`config.mk`:
```
export PLATFORM = sky130hd
export DESIGN_NAME = card_dealer
export DESIGN_NICKNAME = d
export VERILOG_FILES = /design/src/rtl/card_pkg.sv /design/src/rtl/card_dealer_perm_checker.sv /design/src/rtl/card_dealer.sv
export SDC_FILE = /design/constraint.sdc
export NUM_CORES = 2
export LEC_CHECK = 0
export CAP_MARGIN = 10
export CORE_UTILIZATION = 40
export CTS_CLUSTER_DIAMETER = 150
export CTS_CLUSTER_SIZE = 30
export DETAILED_ROUTE_END_ITERATION = 7
export HOLD_SLACK_MARGIN = 0.12
export PLACE_DENSITY = 0.66
export SLEW_MARGIN = 20
export SYNTH_ARGS = -nofsm -noshare
export SYNTH_HDL_FRONTEND = slang
export SYNTH_SLANG_ARGS = --single-unit
```
`constraint.sdc`:
```
create_clock -name clk -period 27.4 [get_ports clk]
set_input_delay 2.74 -clock clk [delete_from_list [all_inputs] [get_ports clk]]
set_output_delay 2.74 -clock clk [all_outputs]
set_load 0.01 [all_outputs]
```
`src/rtl/card_pkg.sv`:
```
// Shared constants and types for the memory-game card path (shuffler and dealer).
package card_pkg;
    localparam int NUM_CARDS = 20;
    localparam int SLOT_W    = $clog2(NUM_CARDS);
    localparam int FACE_W    = $clog2(NUM_CARDS / 2);
    // Seen mask covers every value a SLOT_W field can hold, so a masked
    // lookup is always in bounds even before the range test rejects it.
    localparam int MASK_W    = 1 << SLOT_W;

    typedef logic [SLOT_W-1:0]  slot_t;
    typedef logic [FACE_W-1:0]  face_t;
    typedef logic signed [31:0] card_val_t;

    typedef enum logic [2:0] {
        IDLE  = 3'd0,
        CHECK = 3'd1,
        DEAL  = 3'd2,
        DONE  = 3'd3,
        ERROR = 3'd4
    } dealer_state_e;

    // Pairs share a face: ids 2f and 2f+1 both show face f.
    function automatic face_t face_of(input card_val_t v);
        return face_t'(v[SLOT_W-1:1]);
    endfunction
endpackage

```
`src/rtl/card_dealer_perm_checker.sv`:
```
// Walks the snapshot one entry per step, rejecting out-of-range or repeated ids.
module perm_checker
    import card_pkg::*;
(
    input  logic      clk,
    input  logic      rst,
    input  logic      start_i,
    input  logic      step_i,
    input  card_val_t entries_i [NUM_CARDS],
    output logic      done_o,
    output logic      err_o
);
    slot_t             idx_q;
    logic [MASK_W-1:0] seen_q;
    card_val_t         val;
    logic              bad;

    assign val = entries_i[idx_q];

    // Entry under test is bad if negative, too large, or already used.
    always_comb begin
        bad    = (val < 0) || (val >= NUM_CARDS) || seen_q[val[SLOT_W-1:0]];
        err_o  = step_i && bad;
        done_o = step_i && !bad && (idx_q == slot_t'(NUM_CARDS - 1));
    end

    // Mark each accepted id and advance; start wipes the history.
    always_ff @(posedge clk or posedge rst) begin
        if (rst) begin
            idx_q  <= '0;
            seen_q <= '0;
        end else if (start_i) begin
            idx_q  <= '0;
            seen_q <= '0;
        end else if (step_i && !bad) begin
            seen_q[val[SLOT_W-1:0]] <= 1'b1;
            idx_q                   <= idx_q + slot_t'(1);
        end
    end
endmodule

```
`src/rtl/card_dealer.sv`:
```
// Snapshots a shuffled order, validates it, then deals positions over valid/ready.
module card_dealer
    import card_pkg::*;
(
    input  logic              clk,
    input  logic              rst,
    input  card_val_t         card_order [NUM_CARDS],
    input  logic              load,
    input  logic              restart,
    output logic              card_valid,
    input  logic              card_ready,
    output logic [SLOT_W-1:0] card_slot,
    output logic [FACE_W-1:0] card_face,
    output logic [SLOT_W:0]   cards_left,
    output logic              busy,
    output logic              order_ok,
    output logic              order_err
);
    dealer_state_e     state_q, state_d;
    card_val_t         snap_q [NUM_CARDS];
    slot_t             didx_q, didx_d, nidx;
    logic [SLOT_W:0]   left_q, left_d;
    logic              valid_q, valid_d;
    slot_t             slot_q, slot_d;
    face_t             face_q, face_d;
    logic              ok_q, ok_d, err_q, err_d, busy_q, busy_d;
    logic              load_acc, rewind, chk_done, chk_err;

    assign load_acc = load && (state_q == IDLE || state_q == DONE || state_q == ERROR);
    assign rewind   = restart && (state_q == DEAL || state_q == DONE);
    assign nidx     = didx_q + slot_t'(1);

    perm_checker u_chk (
        .clk       (clk),
        .rst       (rst),
        .start_i   (load_acc),
        .step_i    (state_q == CHECK),
        .entries_i (snap_q),
        .done_o    (chk_done),
        .err_o     (chk_err)
    );

    // Next-state logic; load outranks restart, restart outranks a same-edge transfer.
    always_comb begin
        state_d = state_q;
        didx_d  = didx_q;
        left_d  = left_q;
        valid_d = valid_q;
        slot_d  = slot_q;
        face_d  = face_q;
        ok_d    = ok_q;
        err_d   = err_q;
        busy_d  = busy_q;
        if (load_acc) begin
            state_d = CHECK;
            ok_d    = 1'b0;
            err_d   = 1'b0;
            busy_d  = 1'b1;
            valid_d = 1'b0;
        end else if (rewind || (state_q == CHECK && chk_done)) begin
            state_d = DEAL;
            didx_d  = '0;
            left_d  = (SLOT_W+1)'(NUM_CARDS);
            valid_d = 1'b1;
            slot_d  = '0;
            face_d  = face_of(snap_q[0]);
            if (state_q == CHECK) begin
                ok_d   = 1'b1;
                busy_d = 1'b0;
            end
        end else if (state_q == CHECK && chk_err) begin
            state_d = ERROR;
            err_d   = 1'b1;
            busy_d  = 1'b0;
        end else if (state_q == DEAL && card_ready) begin
            if (didx_q == slot_t'(NUM_CARDS - 1)) begin
                state_d = DONE;
                valid_d = 1'b0;
                left_d  = '0;
            end else begin
                didx_d = nidx;
                left_d = left_q - 1'b1;
                slot_d = nidx;
                face_d = face_of(snap_q[nidx]);
            end
        end
    end

    // State and registered outputs.
    always_ff @(posedge clk or posedge rst) begin
        if (rst) begin
            state_q <= IDLE;
            didx_q  <= '0;
            left_q  <= '0;
            valid_q <= 1'b0;
            slot_q  <= '0;
            face_q  <= '0;
            ok_q    <= 1'b0;
            err_q   <= 1'b0;
            busy_q  <= 1'b0;
        end else begin
            state_q <= state_d;
            didx_q  <= didx_d;
            left_q  <= left_d;
            valid_q <= valid_d;
            slot_q  <= slot_d;
            face_q  <= face_d;
            ok_q    <= ok_d;
            err_q   <= err_d;
            busy_q  <= busy_d;
        end
    end

    // Order snapshot, captured only when a load is accepted.
    always_ff @(posedge clk or posedge rst) begin
        if (rst) begin
            for (int i = 0; i < NUM_CARDS; i++) snap_q[i] <= '0;
        end else if (load_acc) begin
            for (int i = 0; i < NUM_CARDS; i++) snap_q[i] <= card_order[i];
        end
    end

    assign card_valid = valid_q;
    assign card_slot  = slot_q;
    assign card_face  = face_q;
    assign cards_left = left_q;
    assign busy       = busy_q;
    assign order_ok   = ok_q;
    assign order_err  = err_q;
endmodule

```
### After elaboration in Yosys (flattened, before gate mapping)

Index checks and enable logic that the tools add are counted.

* bits in registers: 699
* bits in latches: 0
* RAM bits: 0
* bits in read-only memories: 0
* input bits: 645
* logic and storage cells: 135
* memories kept: 0

* add/sub/neg operators: 3
* multiply operators: 0
* divide/modulo/power cells: 0
* order comparisons: 6
* eq/ne operators: 11
* shift operators: 0
* mux-type cells: 47
* bitwise operators: 4
* reductions and logical operators: 34

Operator list (count)
* 32-bit binary-select mux with 5-bit select: 2
* 32-bit two-way mux: 4
* 5-bit two-way mux: 8
* 32-bit by 6-bit >= comparator with 1-bit output (second input constant): 1
* 32-bit by 1-bit less-than comparator with 1-bit output (second input constant): 1
* 32-bit OR: 1
* 6-bit two-way mux: 4
* 1-bit two-way mux: 18
* 4-bit two-way mux: 4
* 3-bit two-way mux: 5
* 6-bit >= comparator (second input constant): 2
* 5-bit inverter with 6-bit output: 2
* 5-bit by 1-bit adder with 5-bit output (second input constant): 2
* 5-bit == test (second input constant): 2
* 2-bit nonzero test: 5
* 1-bit logical AND: 9
* 3-bit nonzero test: 3
* 2-bit AND reduction: 4
* 4-bit nonzero test: 2
* 5-bit by 7-bit less-than comparator with 1-bit output (second input constant): 1
* 3-bit by 2-bit == test with 1-bit output (second input constant): 2
* 1-bit logical OR: 6
* 2-bit inequality test (second input constant): 3
* 3-bit AND reduction: 2
* 12 further kinds: 12

### Longest topological paths before layout

* depth after elaboration: 15
* gate-level depth with buffers: 16
* depth with buffers taken out: 10

### Hierarchy

A second synthesis with hierarchy kept.

* cell total of the unflattened synthesis: 3630
* area total of the unflattened synthesis: 31236.2 sq um

Modules (own cells, without submodules)
* card_dealer: times used 1, cells each 2888, area an instance 25791.0 sq um
* perm_checker: times used 1, cells each 742, area an instance 5445.2 sq um

### Worst setup path after synthesis

No wires, ideal clock.

* path kind: input port to flip-flop
* start point: input load
* end point: register ok_q (netlist: order_ok)
* setup time: 0.132 ns
* arrival: 3.938 ns
* required time: 27.268 ns
* path slack: 23.330 ns
* cell stages on the path: 6
* cells stage by stage: and2_1 -> clkbuf_1 -> clkbuf_1 -> clkbuf_1 -> clkbuf_1 -> nor2_1

* longest elaborated chain between the ends: 3

RTL lines
* from (decl): RTL line card_dealer.sv:8 `input logic load,`
* 1-bit logical AND *: RTL line card_dealer.sv:29 `assign load_acc = load && (state_q == IDLE || state_q == DONE || state_q == ERROR);`
* 2-bit nonzero test (no source line)
* 2-bit AND reduction (no source line)
* to (signal assigned): RTL line card_dealer.sv:108 `ok_q <= ok_d;`
* to (decl): RTL line card_dealer.sv:26 `logic ok_q, ok_d, err_q, err_d, busy_q, busy_d;`

Mark *: on every way between the ends. The rest lies on a longest branch, timed or not.
A chain may end at the register's enable or synchronous reset.

### Worst setup path after layout

* start point: input load
* end point: register snap_q[597] (netlist name)

* longest elaborated chain between the ends: 1

RTL lines
* 1-bit logical AND: RTL line card_dealer.sv:29
* to (decl): RTL line card_dealer.sv:20 `card_val_t snap_q [NUM_CARDS];`

Every way passes these cells.

==> results.toml <==
[clock_network]
clock_tree.root_cell = "sky130_fd_sc_hd__clkbuf_16"
cts_post_setup_buffers_inserted = 0
cts_buffers = 27
ctsHtreeMaxLevel = 1
clk_latency_ns = 0.64
tritoncts = "yes"
path_clk_slew_ns = 0.12
cts_repair_resize_count = 0
clock_tree.buffer_depth = 3
tritoncts_num_sinks = 699
cts-hold-fix-buffers = 0

[setup_path]
worstSetupStartpoint = "load"
worst-setup-path-type = "in2reg"
startpoint_type = "input port"
reg2reg_from = "u_chk.idx_q[0]"
reg2reg_to = "u_chk.seen_q[11]"
worst_ep_required_time_ns = 27.98
crit_path_end_kind = "flip-flop"
worstPathArrival_ns = 7.58
r2r_slack_ns = 22.16
timing.critical_path.fanout_max = 101
end_of_the_critical_path = "snap_q[597]"
rr_worst_depth = 11

[synthesis]
ys_seq_area_frac = 0.578
synth_seq_cells = 699
synth_edf_count = 0
netlist-cell-type-count = 73
async_reset_ff_frac = 1.00
syn_area_per_cell_um2 = 8.73
synth_ff_type = "sky130_fd_sc_hd__dfrtp_1"
syn-num-nets = 4112
synthesis.area_um2 = 30300
yosys_warn_count = 0
post_synth_inst_count = 3464

[routing]
route.top_layer_used = "met5"
post_route_ant_nets = 0
wl_met1_um = 43200
route.detailed.wl_per_inst_um = 20.0
vias_per_cell = 5.12
metal3_wl_um = 5710
initialDrtViolationCount = 2206
drt_pre_antenna_iters = 8
wl_um = 99600
dr_total_vias = 25500
drc_errors = 0
wl_met2_um = 48600

[global_routing]
grt_usage = 0.257
gr-total-overflow = 0
grt_first_pass_wirelength_um = 153000
grt_start_max_net_pins = 222
antenna_found_initial = 38
grt_pass1_vias = 25600

[sta]
finalCritPeriodShare = 0.255
rsz_0062_raised_after_global_routing = "false"
finalWorstSetupSlack_ns = 20.40
maxSlewHeadroom = 0.279
period_minus_slack_ns = 7.00
slew_violations = 0
maxClockFrequency_mhz = 143
finalSetupViolCount = 0
hold_viol = 0
setup-tns-final_ns = 0
worst-slew-pin-transition_ns = 1.08
timing.clock.skew_ns = 0.0354

[floorplan]
floorplan.initialDensity = 0.405
fp.coreArea_um2 = 74700
die_height_um = 277
area_of_the_die_um2 = 76700
floorplan.io_pins = 664
floorplan.die.width_um = 277
fp-row-count = 100

[pwr]
power.sequential.fraction = 0.621
power_density_nw_per_um2 = 43.3
net-switching-power_mw = 0.366
ir_drop_mv = 0.0583
netSwitchingFraction = 0.220
share_comb_of_total_power = 0.073
p_total_mw = 1.66
cell_internal_pwr_mw = 1.29
power.static_leakage_nw = 20.0
power.share.clock = 0.306

[final_layout]
final_net_count = 4648
finalNonFillerCells = 4989
fill_cells = 7067
finalInstanceArea_um2 = 38400
final_layout_size_suffix_gt1_frac = 0.0325
layout-area-overhead-vs-synth_pct = 26.9

[placement]
hpwl_um = 72900
buffer_ports.inserted = 663
place_inst = 4940
finalWeightedCongestion = 0.908
dpl_worst_slack_ns = 19.77
placed_cell_area_um2 = 37600

[run]
max-cap-violations = 0

[hold_path]
hp-class = "reg2reg"

[run_status]
run_status = "finished, final reports clean"
==> critical path, cell delays in order <==
cell	delay, ns
sky130_fd_sc_hd__clkdlybuf4s50_1	0.47
sky130_fd_sc_hd__nand2_4	0.61
sky130_fd_sc_hd__buf_4	0.75
sky130_fd_sc_hd__buf_4	0.76
sky130_fd_sc_hd__buf_4	0.92
sky130_fd_sc_hd__buf_4	0.88
sky130_fd_sc_hd__nand2_1	0.14
sky130_fd_sc_hd__nand2_1	0.10
==> cell type report <==
cell class / count / area, µm² / share of cell area
multi-input combinational: 2562 / 12000 / 0.312
clock buffer: 29 / 683 / 0.0178
inverter: 18 / 75.1 / 0.00196
tap: 969 / 1210 / 0.0316
clock inverter: 1 / 30.0 / 0.000782
antenna: 19 / 47.5 / 0.00124
sequential: 699 / 17500 / 0.456
timing repair buffer: 692 / 6870 / 0.179
==> placed cells by master (no fill, tap or decap), drive strengths merged, types with 19 or more instances in the layout <==
| cell type | count |
|---|---|
| diode | 19 |
| buf | 29 |
| nand2 | 1984 |
| a21oi | 31 |
| or4 | 20 |
| nor2 | 56 |
| clkdlybuf4s50 | 663 |
| dfrtp | 699 |
| and2 | 21 |
| nor3 | 26 |
| mux2i | 25 |
| nand3 | 29 |
| nor4 | 95 |
| o21ai | 30 |
| mux4 | 42 |
| clkbuf | 29 |
==> sequential cells by signal, indices dropped and copies added, names as in the netlist <==
signal and count:
order_err 1, card_valid 1, u_chk.seen_q 32, card_slot 5
card_face 4, snap_q 640, cards_left 6, u_chk.idx_q 5
busy 1, order_ok 1, state_q 3
==> synthesized netlist by cell type (all sizes together), types with 6 or more instances <==
master,count,area share
nand2,1984,0.25
dfrtp,699,0.58
a32o,18,0.0060
a21oi,31,0.0053
clkbuf,163,0.020
nor3,26,0.0043
or4b,6,0.0020
or4,20,0.0050
nand4,11,0.0023
a22oi,10,0.0025
o31ai,7,0.0017
nor2b,7,0.0014
o41ai,6,0.0017
and2,21,0.0043
o21ai,30,0.0050
inv,17,0.0021
nand2b,12,0.0025
a31oi,16,0.0033
buf,22,0.0045
a31o,9,0.0026
and3,10,0.0021
mux2i,25,0.0083
nor2,56,0.0070
o211ai,9,0.0022
o22ai,8,0.0017
nor4,95,0.020
o2111ai,6,0.0019
a211oi,7,0.0017
nand3,29,0.0050
mux4,42,0.031
==> logic make-up (layout without fill, tap and decap cells) <==
| logic type | Yosys count | after routing | synth area share |
|---|---|---|---|
| and+or+nand+nor | 2291 | 2291 | 0.305 |
| DFF | 699 | 699 | 0.578 |
| buffers and inverters | 203 | 740 | 0.0270 |
| AOI/OAI and AO/OA | 193 | 193 | 0.0460 |
| muxes | 72 | 72 | 0.0414 |
| adders and majority gates | 3 | 3 | 0.00124 |
| xor gates and xnor gates | 3 | 3 | 0.000869 |
| other | 0 | 19 | 0 |
==> worst min-delay path by stage <==
| stage | startpoint | to | slack, ns | cells past startpoint |
|---|---|---|---|---|
| floorplan | snap_q[31] | snap_q[31] | 0.44 | 2 |
| global placement | snap_q[139] | snap_q[139] | 0.45 | 2 |
| detailed placement | snap_q[630] | snap_q[630] | 0.45 | 2 |
| CTS | snap_q[630] | snap_q[630] | 0.48 | 2 |
| global route | snap_q[630] | snap_q[630] | 0.50 | 2 |
| finish | snap_q[630] | snap_q[630] | 0.47 | 2 |
==> through the flow <==
stage	hold slack [ns]	util
after floorplan	0.437	-
after global placement	0.449	0.504
after detailed placement	0.454	0.504
after CTS	0.475	0.513
after global routing	0.495	0.514
final	0.469	0.514
==> layer usage <==
metal	vias up	global-route usage
li1	12300	-
met1	12400	0.345
met2	702	0.432
met3	108	0.0476
met4	38	0.0568
met5	-	0
==> power by group through the flow <==
stage	clock, mW	sequential (mW)	combinational, mW
floorplan	0	1.05	0.0161
global placement	0	1.05	0.123
detailed placement	0	1.05	0.122
CTS	0.524	1.03	0.123
global route	0.554	1.03	0.130
finish	0.509	1.03	0.121
Power figures use the tool's default switching activity.
